$ cat src/rtl/wrr_pkt_sched.sv
// Weighted round-robin packet scheduler: grants one requester at a time for up to
// weight[i] packets, then releases with a one-cycle bubble and advances the pointer.
module wrr_pkt_sched #(
  parameter int unsigned PORTS        = 4,
  parameter int unsigned WEIGHT_WIDTH = 4
) (
  input  logic                            clk,
  input  logic                            rst,
  input  logic [PORTS-1:0]                request,
  input  logic [PORTS*WEIGHT_WIDTH-1:0]   weight,
  input  logic                            pkt_done,
  output logic [PORTS-1:0]                grant,
  output logic                            grant_valid,
  output logic [$clog2(PORTS)-1:0]        grant_encoded
);

  localparam int unsigned PTR_W = $clog2(PORTS);

  localparam logic [0:0] IDLE  = 1'b0;
  localparam logic [0:0] GRANT = 1'b1;

  logic [0:0]              state, state_n;
  logic [PTR_W-1:0]        rr_ptr, rr_ptr_n;
  logic [WEIGHT_WIDTH-1:0] credit, credit_n;
  logic [WEIGHT_WIDTH-1:0] credit_dec, sel_weight;
  logic [PORTS-1:0]        eligible, grant_n;
  logic                    grant_valid_n;
  logic [PTR_W-1:0]        enc_n;
  logic [PTR_W-1:0]        sel, sel_hi, sel_lo, next_ptr;
  logic                    found_hi, found_lo;
  logic                    granted_req;

  // A port competes only if it is requesting and has a non-zero quantum
  always_comb begin
    eligible = '0;
    for (int i = 0; i < PORTS; i++) begin
      eligible[i] = request[i] && (weight[i*WEIGHT_WIDTH +: WEIGHT_WIDTH] != '0);
    end
  end

  // Circular search: lowest eligible index at or above rr_ptr, else lowest overall
  always_comb begin
    found_hi = 1'b0;
    found_lo = 1'b0;
    sel_hi   = '0;
    sel_lo   = '0;
    for (int i = PORTS - 1; i >= 0; i--) begin
      if (eligible[i]) begin
        found_lo = 1'b1;
        sel_lo   = PTR_W'(i);
        if (PTR_W'(i) >= rr_ptr) begin
          found_hi = 1'b1;
          sel_hi   = PTR_W'(i);
        end
      end
    end
  end

  assign sel = found_hi ? sel_hi : sel_lo;

  always_comb begin
    sel_weight = '0;
    for (int i = 0; i < PORTS; i++) begin
      if (sel == PTR_W'(i)) sel_weight = weight[i*WEIGHT_WIDTH +: WEIGHT_WIDTH];
    end
  end

  assign credit_dec  = credit - WEIGHT_WIDTH'(1);
  assign granted_req = |(request & grant);
  assign next_ptr    = (grant_encoded == PTR_W'(PORTS - 1)) ? '0 : grant_encoded + PTR_W'(1);

  always_ff @(posedge clk) begin
    if (rst) begin
      state         <= IDLE;
      rr_ptr        <= '0;
      credit        <= '0;
      grant         <= '0;
      grant_valid   <= 1'b0;
      grant_encoded <= '0;
    end else begin
      state         <= state_n;
      rr_ptr        <= rr_ptr_n;
      credit        <= credit_n;
      grant         <= grant_n;
      grant_valid   <= grant_valid_n;
      grant_encoded <= enc_n;
    end
  end

  always_comb begin
    state_n       = state;
    rr_ptr_n      = rr_ptr;
    credit_n      = credit;
    grant_n       = grant;
    grant_valid_n = grant_valid;
    enc_n         = grant_encoded;
    case (state)
      IDLE: begin
        if (found_lo) begin
          state_n       = GRANT;
          grant_n       = PORTS'(1) << sel;
          grant_valid_n = 1'b1;
          enc_n         = sel;
          credit_n      = sel_weight;
        end else begin
          grant_n       = '0;
          grant_valid_n = 1'b0;
          enc_n         = '0;
        end
      end
      GRANT: begin
        // Hold for the whole packet; only a completed packet can consume credit
        if (pkt_done) begin
          credit_n = credit_dec;
          if (credit_dec == '0 || !granted_req) begin
            state_n       = IDLE;
            grant_n       = '0;
            grant_valid_n = 1'b0;
            enc_n         = '0;
            rr_ptr_n      = next_ptr;
          end
        end
      end
      default: begin
        state_n       = IDLE;
        grant_n       = '0;
        grant_valid_n = 1'b0;
        enc_n         = '0;
      end
    endcase
  end

endmodule

$ cat config.mk
export PLATFORM = sky130hd
export DESIGN_NAME = wrr_pkt_sched
export DESIGN_NICKNAME = d
export VERILOG_FILES = /design/src/rtl/wrr_pkt_sched.sv
export SDC_FILE = /design/constraint.sdc
export NUM_CORES = 1
export LEC_CHECK = 0
export ABC_AREA = 0
export BUFFER_PORTS_ARGS = -buffer_cell sky130_fd_sc_hd__buf_2
export CAP_MARGIN = 10
export CORE_MARGIN = 3
export CORE_UTILIZATION = 56
export CTS_CLUSTER_DIAMETER = 120
export DETAILED_ROUTE_END_ITERATION = 10
export PLACE_DENSITY_LB_ADDON = 0.1
export SLEW_MARGIN = 25
export SYNTH_ARGS = -nofsm -noshare
export SYNTH_HDL_FRONTEND = slang
export SYNTH_SLANG_ARGS = --single-unit
$ cat constraint.sdc
create_clock -name clk -period 5.1 [get_ports clk]
set_input_delay 0.51 -clock clk [delete_from_list [all_inputs] [get_ports clk]]
set_output_delay 0.51 -clock clk [all_outputs]
set_load 0.02 [all_outputs]
==> summary.md, run 1 <==
| Metric | Value |
|---|---|
| Max cap viols | 0 |
| Most frequent cells in the layout | buf_2 (29), inv_1 (14), dfxtp_1 (14) |
| Vias per cell | 6.53 |
| Critical path fanouts, max | 7 |
| Layout Nets | 190 |
| Yosys reg bits | 14 |
| Diodes inserted | 0 |
| Adder-cell share of the synthesized area | under 10% |
| Ys Warns | 0 |
| Post-CTS sizing | 0 |
| P_leak | around 0.55 nW |
| Netlist cell types | between 40 and 50 |
| Metal2 WL | between 1000 and 1500 um |
| Crit share post-route | a little over two fifths |
| Largest family of logic cells by synthesized area | compound AO/OA/AOI/OAI gates |
| WL final | around 3100 um |
| Postcts setup bufs | 0 |
| Cell Pwr Density | between 200 and 250 nW/um^2 |
| CTS Hold Bufs | 0 |
| Grt total ovfl | 0 |
| Root Buffer Master | clkbuf_4 |
| Mapped cell area | about 1100 um^2 |
| Vias in the first global route | roughly 1,100 |
| Post-synth EDFFs | 0 |
| Top_reg_cell synth | dfxtp_1 |
| Combinational Power Share | 34.7% |
| First-pass GRT wire length | between 5000 and 6000 um |
| Cells after Synth | about 140 |
| Latest clock arrival within the worst-skew pair | 0.28 ns |
| Power share of the sequential group | about two fifths |
| Non-filler instance count after layout | 188 |
| Layout cells sized above 1 | 25.8% |
| Clk buf depth | 2 |
| Post-synthesis xor/xnor area fraction | approximately 1.5% |
| Site row count | 15 |
| Post-synthesis compound-gate area fraction | a little over two fifths |
| Clock Sinks | 14 |
| Core footprint | between 1500 and 2000 um^2 |
| Initial antenna violation count | 0 |
| Synth Area in Simple Gates | ~16% |
| Clk_skew | ~0.00050 ns |
| Worst EP required | 5.31 ns |
| Max_slew headroom | 60.9% |
| CTS tree | yes |
| Total number of vias | around 1,200 |
| Clock Power Share | around a quarter |
| Post-route ant nets | 0 |
| Total die area | 2610 um^2 |
| Port buffer count | 29 |
| Area share of the largest cell type after synthesis | 24.6% |
| Placed insts | around 180 |
| Final Hold Fails | 0 |
| Power, Total | approximately 0.33 mW |
| Placer Congestion | approximately 0.9 |
| Post-route minimum period | roughly 2.2 ns |
| Met1 Wirelength | around 1400 um |
| Fmax | 465 MHz |
| Max Slew Vio Count | 0 |
| Pin count of the biggest net entering global routing | 21 |
| Status | completed |
| TritonCTS buffer count | 3 |
| Seq/Total Area, Yosys | between 20 and 25% |
| Post-synthesis mux area share | under 10% |
| Tightest Pin Transition | roughly 0.58 ns |
| Switching Power | 0.117 mW |
| Syn Nets | 161 |
| DR WL met3 | 234 um |
| I/O pin cnt | 30 |
| Pre-antenna DRT Iters | 4 |
| Startpoint types | flop |
| All-Layer GR Usage | 25.9% |
| Main area contributors after synthesis | dfxtp_1 (25%), a21oi_1 (5.7%), inv_1 (4.6%) |
| CP arrival | around 2.4 ns |
| Synth async-reset ratio | 0% |
| Worst setup EP type | flop |
| Area Overhead vs Synth | 16.9% |
| Critical path class | reg -> reg |
| # fillers | 152 |
| Setup_tns | 0 ns |
| Commonest non-fill, non-tap cell in the layout | buf_2 |
| Yosys top cell by area | dfxtp_1 |
| Hold Path Class | reg -> reg |
| Clock slew at reported path FFs | 0.08 ns |
| DRC viols | 0 |
| Die Y | 51.1 um |
| Switching Fraction | a little over a third |
| Initial Util | between 60% and 70% |
| Die X | 51.1 um |
| DR top layer | met4 |
| Internal | 0.212 mW |
| H-tree levels | 1 |
| Unrepaired setup endpoints after global routing | no |
| Dpl hpwl | around 2400 um |
| Synthesized area per cell | around 8.4 um^2 |
| DRT iter0 DRCs | 55 |
| Drt wl/cell | ~17 um |
| Max VDD drop | 0.235 mV |
| # setup viols final | 0 |
-- per-stage QoR --
step	hold slack [ns]	area (um^2)	util (%)	setup slack, ns
after floorplan	0.542	1140	-	2.98
after global placement	0.492	1290	71.1	2.78
after detailed placement	0.501	1290	71.1	2.72
after CTS	0.515	1330	73.1	2.96
after global routing	0.549	1330	73.1	2.76
final	0.510	1330	73.1	2.95
-- routing by layer --
metal | track usage, % | vias to the layer above
li1 | - | 587
met5 | 0 | -
met2 | 41.4 | 54
met3 | 5.25 | 6
met1 | 35.1 | 580
met4 | 6.73 | 0
-- cells by family after synthesis --
family                     count (synthesis)
AOI/OAI and AO/OA                         60
buffers and inverters                     19
muxes                                      5
adders and majority gates                  3
xor gates and xnor gates                   2
DFF                                       14
and+or+nand+nor                           32
-- Yosys cell counts (3+ instances only) --
cell	count
nand2b_1	5
o21ai_0	3
inv_1	14
o32ai_1	5
o21bai_1	3
a31oi_1	4
a22oi_1	3
a211oi_1	4
nor3_1	4
nand2_1	5
clkbuf_1	4
nor2_1	5
o211ai_1	6
a21oi_1	13
ha_1	3
mux2i_1	3
dfxtp_1	14
o41ai_1	4
-- critical path, cell delays in order, from the launching register on --
cell     delay [ns]
dfxtp_1        0.46
inv_1          0.07
ha_1           0.25
o41ai_1        0.39
a22oi_1        0.22
or4_1          0.53
a21oi_1        0.16
-- flip-flops by register name, indices dropped and copies added (netlist names) --
signal         flops
grant              4
rr_ptr             2
grant_valid        1
credit             4
grant_encoded      2
state              1
-- power groups by stage --
| stage | Combinational (mW) | Sequential, mW | Clock [mW] |
|---|---|---|---|
| after floorplan | 0.0766 | 0.135 | 0 |
| after global placement | 0.108 | 0.136 | 0 |
| after detailed placement | 0.111 | 0.137 | 0 |
| after CTS | 0.113 | 0.134 | 0.0804 |
| after global routing | 0.125 | 0.137 | 0.0859 |
| final | 0.114 | 0.135 | 0.0795 |
-- path summary, 6_finish.rpt --
kind | endpoint | slack, ns | from | cells past startpoint
hold reg to reg | grant[3] | 0.51 | grant[3] | 2
setup / recovery | rr_ptr[0] | 2.95 | credit[0] | 6
setup reg to reg | rr_ptr[0] | 2.95 | credit[0] | 6
hold / removal | grant[3] | 0.51 | grant[3] | 2
-- cell type report --
| class | count | area [um^2] | share of cell area (%) |
|---|---|---|---|
| Multi-Input combinational cell | 102 | 785 | 59.0 |
| Clock buffer | 4 | 36.3 | 2.73 |
| Sequential cell | 14 | 280 | 21.1 |
| Tap cell | 25 | 31.3 | 2.35 |
| Timing Repair Buffer | 29 | 145 | 10.9 |
| Inverter | 14 | 52.6 | 3.95 |
Power figures use the tool's default switching activity.
==> inputs of run 2 (changes only) <==
--- a/config.mk
+++ b/config.mk
@@ -9,7 +9,7 @@
 export BUFFER_PORTS_ARGS = -buffer_cell sky130_fd_sc_hd__buf_2
 export CAP_MARGIN = 10
 export CORE_MARGIN = 3
-export CORE_UTILIZATION = 56
+export CORE_UTILIZATION = 52
 export CTS_CLUSTER_DIAMETER = 120
 export DETAILED_ROUTE_END_ITERATION = 10
 export PLACE_DENSITY_LB_ADDON = 0.1
==> constraint.sdc (replaced) <==
create_clock -name clk -period 2 [get_ports clk]
set_input_delay 0.2 -clock clk [delete_from_list [all_inputs] [get_ports clk]]
set_output_delay 0.2 -clock clk [all_outputs]
set_load 0.02 [all_outputs]
==> summary.md, run 2 (synthesized netlist as in run 1, its figures left out) <==
| Metric | Value |
|---|---|
| Status | completed |
| Clock Sinks | 14 (unchanged) |
| Largest regs | credit x4, grant x4 |
| Pin count of the biggest net entering global routing | 21 (unchanged) |
| Max Slew Vio Count | 0 (unchanged) |
| DRT iter0 DRCs | 57 (+3.6%) |
| Dpl hpwl | 2710 um (+11%) |
| Max_slew headroom | 65.2% (+4.3 points) |
| Hold Path Class | in -> reg |
| Fmax | 526 MHz (+13%) |
| Unrepaired setup endpoints after global routing | no |
| Area Overhead vs Synth | 23.1% |
| First-pass GRT wire length | 5350 um (+3.6%) |
| Die Y | 52.8 um (+3.3%) |
| TritonCTS buffer count | 3 (unchanged) |
| Grt total ovfl | 0 (unchanged) |
| Tightest Pin Transition | 0.515 ns (-0.0641 ns) |
| Port buffer count | 29 (unchanged) |
| R2R Path Start | credit[1] |
| Final core occ | 69.2% (-3.8 points) |
| CP arrival | 2.12 ns (-0.25 ns) |
| Post-route minimum period | 1.90 ns (-0.250 ns) |
| Diodes inserted | 0 (unchanged) |
| H-tree levels | 1 (unchanged) |
| Root Buffer Master | clkbuf_4 |
| Initial antenna violation count | 0 (unchanged) |
| Total number of vias | 1,299 (+5.9%) |
| Die X | 52.8 um (+3.3%) |
| Vias in the first global route | 1,205 (+5.8%) |
| Max cap viols | 0 (unchanged) |
| Clk buf depth | 2 (unchanged) |
| Post-route ant nets | 0 (unchanged) |
| Placed Area | 1360 um^2 (+4.8%) |
| Critical path class | reg -> reg |
| Worst setup EP type | flop |
| Core footprint | 2020 um^2 (+11%) |
| Drt wl/cell | 16.9 um (+2.4%) |
| Commonest non-fill, non-tap cell in the layout | buf_2 |
| P_leak | 0.594 nW (+8.1%) |
| Placer Congestion | 0.926 (+2.5%) |
| WL final | 3360 um (+7.8%) |
| Fin Hold WS | 0.282 ns (-0.228 ns) |
| Worst EP required | 2.22 ns (-3.09 ns) |
| Latest clock arrival within the worst-skew pair | 0.29 ns (about the same) |
| Pre-antenna DRT Iters | 4 (unchanged) |
| Cell Pwr Density | 626 nW/um^2 (+150%) |
| Layout cells sized above 1 | 29.8% (+4.1 points) |
| Layout Nets | 198 (+4.2%) |
| Clk_skew | 0.00598 ns (+0.00548 ns) |
| All-Layer GR Usage | 26.4% (+0.53 points) |
| Total die area | 2780 um^2 (+6.8%) |
| Max VDD drop | 0.477 mV (+100%) |
| # setup viols final | 0 (unchanged) |
| Most frequent cells in the layout | buf_2 (29), inv_1 (14), dfxtp_1 (14) |
| Crit share post-route | 95.0% (+53 points) |
| CTS Hold Bufs | 0 (unchanged) |
| Critical path fanouts, max | 4 (-3) |
| Hold path start | rst |
| DRC viols | 0 (unchanged) |
| Site row count | 16 (+1) |
| Clock slew at reported path FFs | 0.09 ns (about the same) |
| Initial Util | 56.3% (-6.2 points) |
| Setup_tns | 0 ns (unchanged) |
| Post-route cell area | 1400 um^2 (+5.3%) |
| I/O pin cnt | 30 (unchanged) |
| Startpoint types | flop |
| CTS tree | yes |
| Vias per cell | 6.56 (+0.52%) |
| Crit path launch | credit[1] |
| Final Hold Fails | 0 (unchanged) |
==> run 2: final cells by class <==
cell class / count / area [um^2]
Clock buffer: 4 / 36.3
Fill cell: 182 / 622
Inverter: 14 / 52.6
Multi-Input combinational cell: 102 / 792
Sequential cell: 14 / 280
Tap cell: 27 / 33.8
Timing Repair Buffer: 37 / 205
==> run 2: power by group <==
part / leakage (nW) / total (mW) / switching (mW) / internal [mW]
Combinational: 0.458 / 0.331 / 0.186 / 0.145
Sequential: 0.115 / 0.337 / 0.0308 / 0.306
Clock: 0.0210 / 0.209 / 0.0982 / 0.111
Total: 0.594 / 0.877 / 0.315 / 0.562
==> run 2: timing repair <==
| item | 4_1_cts | 5_1_grt |
|---|---|---|
| setup endpoints to repair | 1 | 1 |
| pin swaps | 0 | 1 |
| hold endpoints to repair | 0 | 0 |
| resized for setup | 1 | 0 |
| setup buffers | 0 | 0 |
==> run 2: worst paths after layout <==
path,endpoint,slack [ns],cells past startpoint
max,rr_ptr[0],0.10,6
min,grant_valid,0.28,2
max reg2reg,rr_ptr[0],0.10,6
min reg2reg,grant_valid,0.50,2
==> run 2: worst max-delay path, cell delays in order (launching register included) <==
cell and delay, ns:
dfxtp_1 0.38, inv_1 0.09, ha_1 0.24, o41ai_2 0.32
a22oi_1 0.13, or4_1 0.49, a21oi_1 0.18
==> run 2: layer usage <==
metal  vias to the layer above  share of wire, %  wire length, um  global-route usage, %
met5                         -                 0                0                      0
met4                         0               2.2               75                   9.36
met3                        10               8.6              288                   4.84
met2                        74                47             1590                   45.0
met1                       609                42             1400                   32.6
li1                        606                 -                -                      -
==> run 2: per-stage QoR <==
step / setup WS, ns / std cells / total power [mW]
after floorplan: 0.165 / 135 / 0.540
after CTS: 0.0513 / 198 / 0.876
after global routing: 0.0203 / 198 / 0.928
after detailed placement: -0.00156 / 194 / 0.664
final: 0.100 / 198 / 0.877
after global placement: 0.114 / 194 / 0.653
==> inputs of run 3 (changes only) <==
--- a/config.mk
+++ b/config.mk
@@ -5,11 +5,11 @@
 export SDC_FILE = /design/constraint.sdc
 export NUM_CORES = 1
 export LEC_CHECK = 0
-export ABC_AREA = 0
+export ABC_AREA = 1
 export BUFFER_PORTS_ARGS = -buffer_cell sky130_fd_sc_hd__buf_2
 export CAP_MARGIN = 10
 export CORE_MARGIN = 3
-export CORE_UTILIZATION = 52
+export CORE_UTILIZATION = 51
 export CTS_CLUSTER_DIAMETER = 120
 export DETAILED_ROUTE_END_ITERATION = 10
 export PLACE_DENSITY_LB_ADDON = 0.1
==> summary.md, run 3 <==
| Metric | Value |
|---|---|
| # setup viols final | 0 (unchanged) |
| Slowest-stage cell, CP | dfxtp_1 |
| Unrepaired setup endpoints after global routing | no |
| Critical path fanouts, max | 4 (unchanged) |
| Clk_skew | 0.00296 ns (-0.00301 ns) |
| Reg2Reg Setup Slack | 0.34 ns (+0.24 ns) |
| Yosys top cell by area | dfxtp_1 |
| Port buffer count | 29 (unchanged) |
| Most frequent cell after synthesis | nand2_1 |
| H-tree levels | 1 (unchanged) |
| Area Overhead vs Synth | 16.3% |
| Worst EP required | 2.22 ns (about the same) |
| Largest regs | credit x4, grant x4 |
| WL final | 2570 um (-23%) |
| Layout cells sized above 1 | 34.4% (+4.6 points) |
| Netlist cell types | 28 (-38%) |
| Status | completed |
| CP max stage delay | 0.39 ns (-0.10 ns) |
| CP arrival | 1.88 ns (-0.24 ns) |
| Top_reg_cell synth | dfxtp_1 |
| Post-CTS sizing | 0 (-1) |
| Most frequent cells in the layout | nand2_1 (43), buf_2 (29), inv_1 (14), dfxtp_1 (14), nor2_1 (12) |
| Yosys reg bits | 14 (unchanged) |
| I/O pin cnt | 30 (unchanged) |
| Sequential Area | 280 um^2 (unchanged) |
| P_leak | 0.616 nW (+3.6%) |
| Diodes inserted | 0 (unchanged) |
| Layout Nets | 216 (+9.1%) |
| Dpl hpwl | 2150 um (-21%) |
| Initial Util | 54.6% (-1.6 points) |
| Ys Warns | 0 (unchanged) |
| Synthesized area per cell | 6.81 um^2 (-19%) |
| Commonest non-fill, non-tap cell in the layout | nand2_1 |
| # fillers | 180 (-1.1%) |
| Cell Pwr Density | 689 nW/um^2 (+10%) |
| Hold Path Class | in -> reg |
| Seq/Total Area, Yosys | 25.9% (+1.3 points) |
| Cells after Synth | 159 (+18%) |
| Vias in the first global route | 1,057 (-12%) |
| Core footprint | 1980 um^2 (-2.0%) |
| Latest clock arrival within the worst-skew pair | 0.28 ns (about the same) |
| Site row count | 16 (unchanged) |
| Synth async-reset ratio | 0% (unchanged) |
| Multi-input gate area | 692 um^2 (-13%) |
| Fmax | 603 MHz (+15%) |
| Crit share post-route | 83.0% (-12 points) |
| Post-route ant nets | 0 (unchanged) |
| Post-synth EDFFs | 0 (unchanged) |
| Hold depth | 2 (unchanged) |
| DRT iter0 DRCs | 18 (-68%) |
| Clk buf depth | 2 (unchanged) |
| Startpoint types | flop |
| Pre-antenna DRT Iters | 4 (unchanged) |
| Max cap viols | 0 (unchanged) |
| Worst R2R Path Depth | 8 (+2) |
| DRC viols | 0 (unchanged) |
| Main area contributors after synthesis | dfxtp_1 (26%), nand2_1 (15%), nand3_2 (5.5%) |
| Max_slew headroom | 75.0% (+9.8 points) |
| Clock Sinks | 14 (unchanged) |
| Hold path start | rst |
| Commonest cells in the netlist | nand2_1 (43), dfxtp_1 (14), inv_1 (14) |
| Critical path class | reg -> reg |
| Final core occ | 63.5% (-5.7 points) |
| Final Hold Fails | 0 (unchanged) |
| Pin count of the biggest net entering global routing | 14 (-33%) |
| TritonCTS buffer count | 3 (unchanged) |
| Reg-to-reg critical path endpoint | rr_ptr[0] |
| Crit-path most repeated cell | nand2_1 |
| Clock slew at reported path FFs | 0.09 ns (about the same) |
| CTS Hold Bufs | 0 (unchanged) |
| Setup_tns | 0 ns (unchanged) |
| Mapped cell area | 1080 um^2 (-4.8%) |
| Vias per cell | 5.07 (-23%) |
| R2R Path Start | credit[0] |
| Tightest Pin Transition | 0.374 ns (-0.140 ns) |
| All-Layer GR Usage | 21.7% (-4.7 points) |
| Root Buffer Master | clkbuf_4 |
| Area share of the largest cell type after synthesis | 25.9% (+1.3 points) |
| Die X | 52.1 um (-1.3%) |
| Die Y | 52.1 um (-1.3%) |
| Max VDD drop | 0.580 mV (+22%) |
| Initial antenna violation count | 0 (unchanged) |
| Max Slew Vio Count | 0 (unchanged) |
| Worst path cell trace | inv_1, ha_1, xnor2_1, nand3_1, nand2_1, nand2_1, or3_1, a21oi_1 |
| Post-route minimum period | 1.66 ns (-0.241 ns) |
| First-pass GRT wire length | 4440 um (-17%) |
| Drt wl/cell | 11.9 um (-30%) |
| Placer Congestion | 0.824 (-11%) |
| Postcts setup bufs | 0 (unchanged) |
| Total number of vias | 1,095 (-16%) |
| Worst setup EP type | flop |
| CTS tree | yes |
| Total die area | 2710 um^2 (-2.6%) |
| Syn Nets | 185 (+15%) |
| Worst-case hold path end point | credit[1] |
| Grt total ovfl | 0 (unchanged) |
run 3: cell types whose count changed after synthesis, sizes merged, moves of 4 or more:
cell and delta:
nand2 +50, o32ai -5, o21ai +6, nor2 +13
o211ai -7, nand2b -5, a31oi -4, a211oi -4
a22oi -4, clkbuf -5, o41ai -5, nand3 +14
run 3: area by class of cell:
cell class,instances,area share (%)
multi-input cells,125,55.0
flip-flops and latches,14,22.3
repair buffers,29,11.5
inverters,17,5.67
clock buffers,4,2.88
well taps,27,2.68
run 3: worst max-delay path, delay by kind of cell, from the launching register on:
family | cells | cell delay [ns]
compound gates | 1 | 0.13
xor+xnor | 1 | 0.17
fa+ha+maj | 1 | 0.20
buf+inv | 1 | 0.07
flops | 1 | 0.39
simple gates | 4 | 0.63
run 3: kinds of logic (layout without fill, tap and decap cells):
family / after synthesis / in the layout / synth area share (%)
AOI/OAI and AO/OA: 25 / 25 / 13.5
xor gates and xnor gates: 2 / 2 / 1.62
adders and majority gates: 3 / 3 / 3.47
buffers and inverters: 20 / 50 / 10.2
DFF: 14 / 14 / 25.9
and+or+nand+nor: 95 / 95 / 45.3
run 3: metal layers:
| layer | track usage [%] | part of all wire [%] | wire (um) |
|---|---|---|---|
| met1 | 28.2 | 46 | 1180 |
| met2 | 35.8 | 46 | 1190 |
| met3 | 5.44 | 6.5 | 168 |
| met4 | 5.24 | 1.0 | 26 |
| met5 | 0 | 0 | 0 |
run 3: worst max path at each step:
stage / from / endpoint / slack, ns / cells after the start
2_1_floorplan: credit[0] / rr_ptr[0] / 0.53 / 8
4_1_cts: credit[0] / rr_ptr[0] / 0.33 / 8
6_report: credit[0] / rr_ptr[0] / 0.34 / 8
3_5_place_dp: credit[0] / rr_ptr[0] / 0.38 / 8
3_3_place_gp: credit[0] / rr_ptr[0] / 0.38 / 8
5_1_grt: credit[0] / rr_ptr[0] / 0.21 / 8
run 3: power breakdown:
part           leakage [nW]  internal (mW)  switching, mW  total, mW
Combinational         0.479          0.122          0.204      0.326
Sequential            0.115          0.310         0.0254      0.335
Clock                0.0210          0.111         0.0959      0.207
run 3: metrics by stage:
| stage | hold slack (ns) | instances | total power, mW | area (um^2) | worst slack, ns |
|---|---|---|---|---|---|
| finish | 0.197 | 216 | 0.868 | 1260 | 0.341 |
| global route | 0.195 | 216 | 0.933 | 1260 | 0.211 |
| CTS | 0.196 | 216 | 0.876 | 1260 | 0.333 |
| detailed placement | 0.462 | 212 | 0.668 | 1220 | 0.382 |
| global placement | 0.446 | 212 | 0.663 | 1220 | 0.382 |
| floorplan | 0.413 | 159 | 0.597 | 1080 | 0.531 |
